### src/rtl/serial_parity_rx.sv
// serial_parity_rx: deserialises start/data/parity/stop frames, flags parity and framing errors
module serial_parity_rx #(
  parameter int DATA_W     = 8,
  parameter bit ODD_PARITY = 1'b0
) (
  input  logic              clk,
  input  logic              rst,
  input  logic              bit_in,
  input  logic              bit_valid,
  output logic [DATA_W-1:0] data_out,
  output logic              data_valid,
  output logic              parity_err,
  output logic              frame_err,
  output logic              busy
);
  localparam int CW = $clog2(DATA_W + 1);
  localparam logic [CW-1:0] LAST = CW'(DATA_W - 1);
  typedef enum logic [1:0] {IDLE, DATA, PARITY, STOP} state_t;
  state_t            state_q;
  logic [CW-1:0]     cnt_q;
  logic              acc_q;
  logic              perr_q;
  logic [DATA_W-1:0] shreg_q;
  assign busy = state_q != IDLE;
  always_ff @(posedge clk) begin
    if (rst) begin
      state_q    <= IDLE;
      cnt_q      <= '0;
      acc_q      <= 1'b0;
      perr_q     <= 1'b0;
      shreg_q    <= '0;
      data_out   <= '0;
      data_valid <= 1'b0;
      parity_err <= 1'b0;
      frame_err  <= 1'b0;
    end else begin
      data_valid <= 1'b0;
      if (bit_valid) begin
        case (state_q)
          IDLE: if (!bit_in) begin
            state_q <= DATA;
            cnt_q   <= '0;
            acc_q   <= 1'b0;
          end
          DATA: begin
            shreg_q <= DATA_W'({bit_in, shreg_q} >> 1);
            acc_q   <= acc_q ^ bit_in;
            cnt_q   <= cnt_q + 1'b1;
            if (cnt_q == LAST) state_q <= PARITY;
          end
          PARITY: begin
            perr_q  <= acc_q ^ bit_in ^ ODD_PARITY;
            state_q <= STOP;
          end
          STOP: begin
            data_out   <= shreg_q;
            parity_err <= perr_q;
            frame_err  <= ~bit_in;
            data_valid <= 1'b1;
            state_q    <= IDLE;
          end
          default: state_q <= IDLE;
        endcase
      end
    end
  end
endmodule

### config.mk
export PLATFORM = sky130hd
export DESIGN_NAME = serial_parity_rx
export DESIGN_NICKNAME = d
export VERILOG_FILES = /design/src/rtl/serial_parity_rx.sv
export SDC_FILE = /design/constraint.sdc
export NUM_CORES = 1
export LEC_CHECK = 0
export BUFFER_PORTS_ARGS = -buffer_cell sky130_fd_sc_hd__buf_2
export CORE_AREA = 5 5 57 59
export CTS_BUF_LIST = sky130_fd_sc_hd__clkbuf_2 sky130_fd_sc_hd__clkbuf_4 sky130_fd_sc_hd__clkbuf_8
export DETAILED_ROUTE_END_ITERATION = 8
export DIE_AREA = 0 0 62 64
export PLACE_DENSITY = 0.72
export SLEW_MARGIN = 30
export SYNTH_ARGS = -nofsm -noshare
export SYNTH_HDL_FRONTEND = slang
export SYNTH_SLANG_ARGS = --single-unit
### constraint.sdc
create_clock -name clk -period 4.6 [get_ports clk]
set_input_delay 0.92 -clock clk [delete_from_list [all_inputs] [get_ports clk]]
set_output_delay 0.92 -clock clk [all_outputs]
set_load 0.02 [all_outputs]
Word-level counts from Yosys, hierarchy flattened

Cells that the tools add are included.

Eq/ne operators: 6
$add $sub $neg: 1
Reductions and logical operators: 9
Mux-type cells: 8
Bitwise gates (word level): 3

Operator list:

| operator              | number |
|---|---|
| $pmux W2 S4           | 1 |
| $pmux W4 S2           | 1 |
| $reduce_and A2 Y1     | 3 |
| $reduce_and A3 Y1     | 2 |
| $add A4 B1 Y4 const B | 1 |
| $eq A2 B2 Y1 const B  | 2 |
| $eq A4 B3 Y1 const B  | 1 |
| $mux W2               | 2 |
| $mux W4               | 1 |
| $ne A2 B2 Y1 const B  | 2 |
| $reduce_bool A2 Y1    | 2 |
| $eq A2 B1 Y1 const B  | 1 |
| $logic_not A2 Y1      | 1 |
| $mux W1               | 2 |
| $not A1 Y1            | 2 |
| $pmux W1 S2           | 1 |
| $reduce_or A2 Y1      | 1 |
| $xor A1 B1 Y1         | 1 |

Logic and storage cells: 36
Register bits: 27

Longest topological paths before layout

Gate-level depths: netlist (run 1).

Depth after elaboration: 3
Mapped depth: 6

Worst setup path after synthesis (run 1)

OpenSTA, ideal clock, no wires.

Path kind: in2reg
From: input bit_valid
To: register state_q[1]
Setup time: 0.128 ns
Data arrival time: 1.663 ns
Setup slack: 2.809 ns
Path buffers: 1
Stages on the path: 5
Cell sequence: buf_4 > a21boi_4 > a21boi_4 > mux2i_1 > nor2_1

Word-level cells in the longest chain between the ends: 1

Ends and longest elaborated chain:

| what                               | line | source |
|---|---|---|
| from (decl)                        | 9    | `input logic bit_valid,` |
| $reduce_and A3 Y1 (no source line) | --   |  |
| to (signal assigned)               | 27   | `state_q <= IDLE;` |
| to (signal assigned)               | 41   | `state_q <= DATA;` |
| to (signal assigned)               | 49   | `if (cnt_q == LAST) state_q <= PARITY;` |
| to (decl)                          | 19   | `state_t state_q;` |

Every way passes these cells.
A chain may end at the register's enable or synchronous reset.

Final worst setup path (run 1)

From: register state_q[0]
To: output busy

Word-level cells in the longest chain between the ends: 1

Ends and longest elaborated chain:

| what               | line | source |
|---|---|---|
| $reduce_bool A2 Y1 | 24   | `assign busy = state_q != IDLE;` |
| to (decl)          | 14   | `output logic busy` |

Every way passes these cells.

==> results of run 1 <==
## final cells by class
type	instances	area share
multi-input cells	96	0.448
clock inverters	1	0.00595
inverters	3	0.00893
clock buffers	3	0.0179
flip-flops and latches	27	0.429
repair buffers	15	0.0595
well taps	31	0.0308
## critical path, cell delays in order (launching register included)
cell,delay [ns]
dfxtp_1,0.41
inv_1,0.09
ha_1,0.31
inv_1,0.08
buf_2,0.16
## per-stage QoR
stage	worst slack, ns	utilization	power, mW
2_1_floorplan	2.81	-	0.283
3_3_place_gp	2.58	0.462	0.289
3_5_place_dp	2.55	0.462	0.291
4_1_cts	2.27	0.474	0.398
5_1_grt	2.18	0.474	0.414
6_report	2.30	0.474	0.393
## per-layer routing
metal	vias up	share of wire	track usage
met5	-	0	0
met1	415	0.45	0.142
met4	0	0.0078	0.0239
met2	13	0.50	0.210
li1	472	-	-
met3	2	0.047	0.0443
## how the worst max path moves through the flow
stage                     from          to  cells after the start
floorplan            bit_valid  state_q[1]                      5
global route        state_q[0]        busy                      4
detailed placement   bit_valid  state_q[1]                      5
finish              state_q[0]        busy                      4
global placement     bit_valid  state_q[1]                      5
CTS                 state_q[0]        busy                      4
## cells by family (layout without fill, tap and decap cells)
group | Yosys count | in the layout
compound gates | 30 | 30
xor+xnor | 3 | 3
fa+ha+maj | 6 | 6
buf+inv | 11 | 22
flops | 27 | 27
mux | 1 | 1
simple gates | 56 | 56
## power by group through the flow
stage / registers, mW / logic [mW] / clock network [mW]
6_report: 0.240 / 0.0462 / 0.106
5_1_grt: 0.241 / 0.0515 / 0.122
4_1_cts: 0.240 / 0.0467 / 0.111
3_5_place_dp: 0.245 / 0.0465 / 0
3_3_place_gp: 0.245 / 0.0440 / 0
2_1_floorplan: 0.244 / 0.0384 / 0
## layout by cell type (no fill, tap or decap), types with 2 or more instances in the layout
master     n
nor3_1     3
nand3_1    8
buf_2     15
ha_1       6
inv_1      3
nand2_1   28
a21boi_4   2
xor2_1     2
nand3b_1   3
a21oi_1   20
o211ai_1   2
dfxtp_1   27
clkbuf_4   3
and2b_1    2
nor2_1     9
## registers in the layout, summed over array words and instances, names as in the netlist
name / cells
shreg_q: 8
cnt_q: 4
data_valid: 1
perr_q: 1
data_out: 8
acc_q: 1
parity_err: 1
frame_err: 1
state_q: 2
==> impl_metrics.tcl, run 1 <==
set metrics [dict create \
    status "complete, no violations" \
    syn_nets 144 \
    rows 19 \
    synth_warnings 0 \
    drt-pass1-iter-count 6 \
    viasPerCell 5.13 \
    clockPowerShare 0.271 \
    hold_buffers 0 \
    r2r-start "state_q[1]" \
    grt_antenna_before_repair 0 \
    die_h_um 64 \
    hold_slack_ns 0.461 \
    finalMaxSlewViolations 0 \
    synth_compound_area_frac 0.176 \
    drive_gt1_frac 0.166 \
    drt_wl_total_um 2170 \
    cts.sinks 27 \
    cts_tree "built" \
    drtAntennaViolNets 0 \
    coreArea_um2 2660 \
    stdcell_count 176 \
    grt_pass1_wl_um 3760 \
    ys_async_sr_fraction 0 \
    clk_latency_ns 0.33 \
    diodes 0 \
    synthMuxAreaShare 0.00864 \
    gr-total-overflow 0 \
    syn2layout_area_growth_pct 8.86 \
    vias 902 \
    n_fill_cell 269 \
    avgSynthCellArea_um2 8.65 \
    critical_path.startpoint_type "flop" \
    port_buffers 15 \
    ys_seq_elements 27 \
    dpl.hpwl_um 1540 \
    internal-power_mw 0.286 \
    htreeDepth 1 \
    synth_area_leaders "dfxtp_1 47%, nand2_1 9.1%, a21oi_1 8.6%" \
    finalSetupViolations 0 \
    finalNetCount 156 \
    initial_core_util 0.435 \
    fin_crit_ns 2.30 \
    cts-resized-gates 0 \
    fin_crit_sh 0.500 \
    post_cts_buffers 0 \
    synthXorXnorAreaFrac 0.0227 \
    synth_top_family_by_area "simple AND/OR/NAND/NOR gates" \
    p_per_area_nw_per_um2 311 \
    hold_path.class "flop to flop" \
    rsz0062_at_grt "no" \
    design.die.area_um2 3970 \
    clkTransAtPathRegs_ns 0.15 \
    first_iter_violations 29 \
    remaining_drc_errors 0 \
    p_comb_frac 0.118 \
    fin_skew_ns 0.00349 \
    pwr-share-seq 0.611 \
    netSwitchingFraction 0.271 \
    clk_path_buf_depth 2 \
    reg2reg_depth 6 \
    cts_root_buf "clkbuf_4" \
    grt_max_degree 28 \
    cp-end-kind "primary output" \
    die_x_um 62 \
    synth_ff_type "dfxtp_1" \
    synthAdderAreaFrac 0.0648 \
    path_max_fanout 6 \
    switchingPower_mw 0.107 \
    placedCellCount 172 \
    netlist_area_um2 1160 \
    hold_start "data_out[0]" \
    gp_congestion 0.770 \
    grt_pass1_vias 884 \
    grt_usage 0.122 \
    io_pins 16 \
    reg2reg_to "acc_q" \
    avgRoutedWirePerCell_um 12.3 \
    ys_seq_area_frac 0.467 \
    worstPathRequired_ns 3.68 \
    cts_buffers 3 \
    regArea_um2 541 \
    worst_slew_pin_slew_ns 0.542 \
    yosys.area.top_type "dfxtp_1" \
    peakVddDrop_v 0.000176 \
    worstHoldPathCells 2 \
    critical_path_arrival_ns 1.38 \
    yosys.area.top_type_share 0.467 \
    synth.most_common_cell "nand2_1" \
    maxSlewHeadroom 0.638 \
    r2r_slack_ns 2.87 \
    place_area_um2 1230 \
    max_freq_mhz 435 \
    synth_edf_count 0 \
    netlist_top_cells_count "28 x nand2_1, 27 x dfxtp_1, 20 x a21oi_1, 9 x nor2_1, 8 x nand3_1" \
    synth-simple-area-share 0.216 \
    cap_violations 0 \
    hold_path_end "data_out[0]" \
    leakagePower_nw 0.483 \
    fin_tns_setup_ns 0 \
    multi_input_area_um2 566 \
    postSynthCellCount 134 \
    crit_type "flop to primary output" \
    hold_violations 0 \
    synthDistinctLibCells 28 \
    final_area_um2 1260 \
]
Power figures use the tool's default switching activity.
==> inputs of run 2 (changes only) <==
- clock period: 4.6 -> 2.4 ns (I/O delays scaled with it)
==> run 2 against run 1 <==
  * First-iteration DRC count is 59% lower
  * Largest power group unchanged
  * Clock skew is 0.00059 ns higher
  * Worst hold slack worse by 0.0028 ns
  * Non-clock buffer count stayed put
  * Sequential share of layout area stayed put
  * Critical endpoint unchanged
  * Final area stayed put
  * Core utilization stayed put
  * Global-route usage is 0.56 points lower
  * Die area stayed put
  * Routed wire length is 6.1% lower
  * Critical path type unchanged
  * Power is 92% higher
  * Sequential power is 92% higher
==> impl_metrics.tcl, run 2 (same netlist as run 1, synthesis figures left out) <==
set metrics [dict create \
    crit_type "flop to primary output" \
    grt_antenna_before_repair 0 \
    maxSlewHeadroom 0.661 \
    diodes 0 \
    cp-end-kind "primary output" \
    fin_crit_sh 0.776 \
    hold_path_end "frame_err" \
    r2r-start "state_q[1]" \
    max_freq_mhz 537 \
    gr-total-overflow 0 \
    total_power_mw 0.753 \
    die_h_um 64 \
    grt_usage 0.116 \
    design.die.area_um2 3970 \
    initial_core_util 0.435 \
    drive_gt1_frac 0.166 \
    max_stage_delay_ns 0.41 \
    cts_root_buf "clkbuf_4" \
    hold_violations 0 \
    cts.sinks 27 \
    reg_top3 "data_out x8, shreg_q x8, cnt_q x4" \
    hold_start "bit_in" \
    drtAntennaViolNets 0 \
    dpl.hpwl_um 1440 \
    rows 19 \
    worst_slew_pin_slew_ns 0.509 \
    vias 902 \
    cts_buffers 3 \
    clk_latency_ns 0.34 \
    remaining_drc_errors 0 \
    viasPerCell 5.13 \
    critical_path.startpoint_type "flop" \
    finalSetupViolations 0 \
    reg2reg_to "cnt_q[3]" \
    hold_path.class "primary input to flop" \
    port_buffers 15 \
    die_x_um 62 \
    cts_tree "built" \
    syn2layout_area_growth_pct 8.86 \
    clkTransAtPathRegs_ns 0.15 \
    critical_path_arrival_ns 1.38 \
    status "complete, no violations" \
    cts-resized-gates 0 \
    io_pins 16 \
    reg2reg_depth 6 \
    hold_buffers 0 \
    grt_max_degree 28 \
    rsz0062_at_grt "no" \
    r2r_slack_ns 0.73 \
    fin_crit_ns 1.86 \
    worstHoldPathCells 2 \
    peakVddDrop_v 0.000552 \
    final_cell_mix "28 x nand2_1, 27 x dfxtp_1, 20 x a21oi_1" \
    cap_violations 0 \
    fin_skew_ns 0.00408 \
    grt_pass1_wl_um 3550 \
    fin_tns_setup_ns 0 \
    cpMostUsedCell "inv_1" \
    worstPathRequired_ns 1.92 \
    critPathBufInv 3 \
    coreArea_um2 2660 \
    cp_slowest_cell "dfxtp_1" \
    avgRoutedWirePerCell_um 11.6 \
    n_fill_cell 287 \
    crit_chain "inv_1 > ha_1 > inv_1 > buf_2" \
    grt_pass1_vias 867 \
    placedCellCount 172 \
    p_per_area_nw_per_um2 597 \
    leakagePower_nw 0.483 \
    stdcell_count 176 \
    post_cts_buffers 0 \
    htreeDepth 1 \
    clk_path_buf_depth 2 \
    first_iter_violations 12 \
    drt-pass1-iter-count 3 \
    gp_congestion 0.798 \
    finalNetCount 156 \
    layout_commonest_cell "nand2_1" \
    finalMaxSlewViolations 0 \
    drt_wl_total_um 2040 \
    path_max_fanout 6 \
    cpLargestDelayFamily "flip-flops" \
    final_util 0.474 \
]
[run 2: power by group]
group          switching [mW]  leakage, nW  internal, mW
clock                   0.143       0.0139        0.0640
sequential            0.00525        0.218         0.454
combinational          0.0567        0.251        0.0298
[run 2: cell type report]
cell class	instances	area [um^2]	share of cell area
clock buffer	3	22.5	0.0179
clock inverter	1	7.51	0.00595
inverter	3	11.3	0.00893
multi-input combinational	96	566	0.448
sequential	27	541	0.429
tap	31	38.8	0.0308
timing repair buffer	15	75.1	0.0595
[run 2: worst max-delay path by stage]
stage,slack (ns),endpoint,cells after the start,from
after CTS,0.51,busy,4,state_q[0]
after global placement,0.80,state_q[1],5,bit_valid
after floorplan,0.96,state_q[1],6,state_q[0]
final,0.54,busy,4,state_q[0]
after global routing,0.42,busy,4,state_q[0]
after detailed placement,0.74,cnt_q[3],6,state_q[1]
[run 2: through the flow]
step	area, um^2	setup slack, ns	hold WS, ns
2_1_floorplan	1160	0.960	0.432
3_3_place_gp	1230	0.804	0.438
3_5_place_dp	1230	0.742	0.445
4_1_cts	1260	0.514	0.447
5_1_grt	1260	0.421	0.459
6_report	1260	0.537	0.458
[run 2: per-layer routing]
metal / up-vias / routed length [um] / global-route usage
li1: 473 / - / -
met1: 408 / 915 / 0.125
met2: 17 / 974 / 0.190
met3: 4 / 117 / 0.0483
met4: 0 / 31 / 0.0584
met5: - / 0 / 0
==> inputs of run 3 (changes only) <==
- ABC_AREA: not set -> 1
- PLACE_DENSITY: 0.72 -> 0.74
- clock period: 2.4 -> 1.65 ns (I/O delays scaled with it)
==> run 3 against run 2 <==
  * Flip-flop and latch count is the same
  * Non-clock buffer count grew 3
  * Combinational power grew to 2.5 times the previous value
  * Core utilization grew 1.3 points
  * First-iteration DRC count grew 25%
  * Sequential power grew 55%
  * Critical path depth is the same
  * Global-route usage grew 0.50 points
  * Clock-buffer cell count is the same
  * Routed wire length grew 7.4%
  * Critical path type unchanged
  * Largest cell class is now registers
==> impl_metrics.tcl, run 3 <==
set metrics [dict create \
    place_area_um2 1250 \
    peakVddDrop_v 0.000706 \
    cts_tree "built" \
    final_area_um2 1290 \
    avgRoutedWirePerCell_um 10.8 \
    rows 19 \
    ys_seq_area_frac 0.478 \
    multi_input_area_um2 514 \
    synth.most_common_cell "nor2_1" \
    synthDistinctLibCells 17 \
    initial_core_util 0.424 \
    layout_commonest_cell "nor2_1" \
    synth_ff_type "dfxtp_1" \
    clk_latency_ns 0.33 \
    fin_tns_setup_ns 0 \
    cap_violations 0 \
    critPathBufInv 3 \
    rsz0062_at_grt "no" \
    crit_chain "inv_1 > ha_2 > inv_1 > buf_4" \
    finalNetCount 182 \
    drtAntennaViolNets 0 \
    postSynthCellCount 153 \
    ys_async_sr_fraction 0 \
    cpMostUsedCell "inv_1" \
    io_pins 16 \
    cp_slowest_cell "dfxtp_2" \
    path_depth 4 \
    reg2reg_depth 8 \
    max_stage_delay_ns 0.36 \
    netSwitchingFraction 0.294 \
    netlist_area_um2 1130 \
    design.die.area_um2 3970 \
    path_max_fanout 4 \
    clkTransAtPathRegs_ns 0.14 \
    gp_congestion 0.894 \
    dpl.hpwl_um 1600 \
    finalMaxSlewViolations 0 \
    syn2layout_area_growth_pct 14.6 \
    worstHoldPathCells 2 \
    cp-end-kind "primary output" \
    maxSlewHeadroom 0.774 \
    leakagePower_nw 0.593 \
    grt_pass1_wl_um 3720 \
    drive_gt1_frac 0.158 \
    grt_pass1_vias 895 \
    critical_path.startpoint_type "flop" \
    synth_edf_count 0 \
    regArea_um2 543 \
    fin_crit_sh 0.942 \
    final_cell_mix "48 x nor2_1, 25 x dfxtp_1, 18 x nand2_1, 18 x o21ai_0" \
    drt-pass1-iter-count 4 \
    hold_violations 0 \
    diodes 0 \
    htreeDepth 1 \
    port_buffers 15 \
    yosys.area.top_type_share 0.478 \
    placedCellCount 197 \
    viasPerCell 4.83 \
    p_comb_frac 0.179 \
    die_h_um 64 \
    vias 976 \
    clk_path_buf_depth 2 \
    yosys.area.top_type "dfxtp_1" \
    n_fill_cell 274 \
    syn_nets 163 \
    drt_wl_total_um 2190 \
    worst_slew_pin_slew_ns 0.339 \
    cpLargestDelayFamily "flip-flops" \
    hold_path.class "primary input to flop" \
    fin_skew_ns 0.0100 \
    switchingPower_mw 0.359 \
    status "complete, no violations" \
    fin_crit_ns 1.55 \
    cts_buffers 3 \
    reg_top3 "data_out x8, shreg_q x8, cnt_q x4" \
    internal-power_mw 0.863 \
    clockPowerShare 0.240 \
    coreArea_um2 2660 \
    stdcell_count 202 \
    hold_buffers 0 \
    max_freq_mhz 643 \
    remaining_drc_errors 0 \
    total_power_mw 1.22 \
    worstPathRequired_ns 1.32 \
    finalSetupViolations 0 \
    synth_warnings 0 \
    hold_slack_ns 0.216 \
    ys_seq_elements 27 \
    grt_antenna_before_repair 0 \
    grt_usage 0.121 \
    first_iter_violations 15 \
    avgSynthCellArea_um2 7.38 \
    pwr-share-seq 0.582 \
    gr-total-overflow 0 \
    p_per_area_nw_per_um2 944 \
    cts_root_buf "clkbuf_4" \
    critical_path_arrival_ns 1.22 \
    crit_type "flop to primary output" \
    cts.sinks 27 \
    grt_max_degree 18 \
    netlist_top_cells_count "48 x nor2_1, 27 x dfxtp_1, 18 x nand2_1, 18 x o21ai_0, 14 x inv_1" \
    die_x_um 62 \
    synth_area_leaders "dfxtp_1 48%, nor2_1 16%, o21ai_0 8.0%" \
]
[run 3: final cells by class]
| cell class | instances | area share |
|---|---|---|
| Clock inverter | 1 | 0.00580 |
| Inverter | 15 | 0.0435 |
| Tap cell | 31 | 0.0300 |
| Sequential cell | 27 | 0.419 |
| Timing Repair Buffer | 18 | 0.0870 |
| Multi-Input combinational cell | 107 | 0.397 |
| Clock buffer | 3 | 0.0174 |
[run 3: per-stage QoR]
stage	setup slack [ns]	utilization
2_1_floorplan	0.366	-
3_3_place_gp	0.350	0.469
3_5_place_dp	0.257	0.469
4_1_cts	0.0206	0.482
5_1_grt	0.0169	0.486
6_report	0.0953	0.486
[run 3: metal layers]
layer,GRT usage,routed length (um),vias up
met1,0.142,968,436
met4,0.0398,14,0
li1,-,-,517
met3,0.0423,97,2
met5,0,0,-
met2,0.201,1110,21
[run 3: worst paths after layout]
kind	startpoint	end	slack [ns]
max reg2reg	state_q[0]	cnt_q[2]	0.27
max	state_q[0]	busy	0.1
min	bit_in	frame_err	0.22
min reg2reg	data_out[0]	data_out[0]	0.49
[run 3: logic make-up after synthesis]
group	Yosys count	share of synthesized area
XOR/XNOR	1	0.00775
flip-flops	27	0.478
AO/OA/AOI/OAI	26	0.118
AND/OR/NAND/NOR	73	0.251
adder cells (fa/ha/maj)	6	0.0664
buffers and inverters	19	0.0686
multiplexers	1	0.00886
[run 3: power groups by stage]
stage,Clock [mW],Combinational (mW),Sequential (mW)
detailed placement,0,0.207,0.724
global route,0.338,0.249,0.716
floorplan,0,0.144,0.727
CTS,0.306,0.209,0.711
finish,0.293,0.218,0.711
global placement,0,0.196,0.722
[run 3: what timing repair did]
item                       CTS  global route
setup endpoints to repair    1             1
hold endpoints to repair     0             0
resized for setup            2             2
setup buffers                0             1
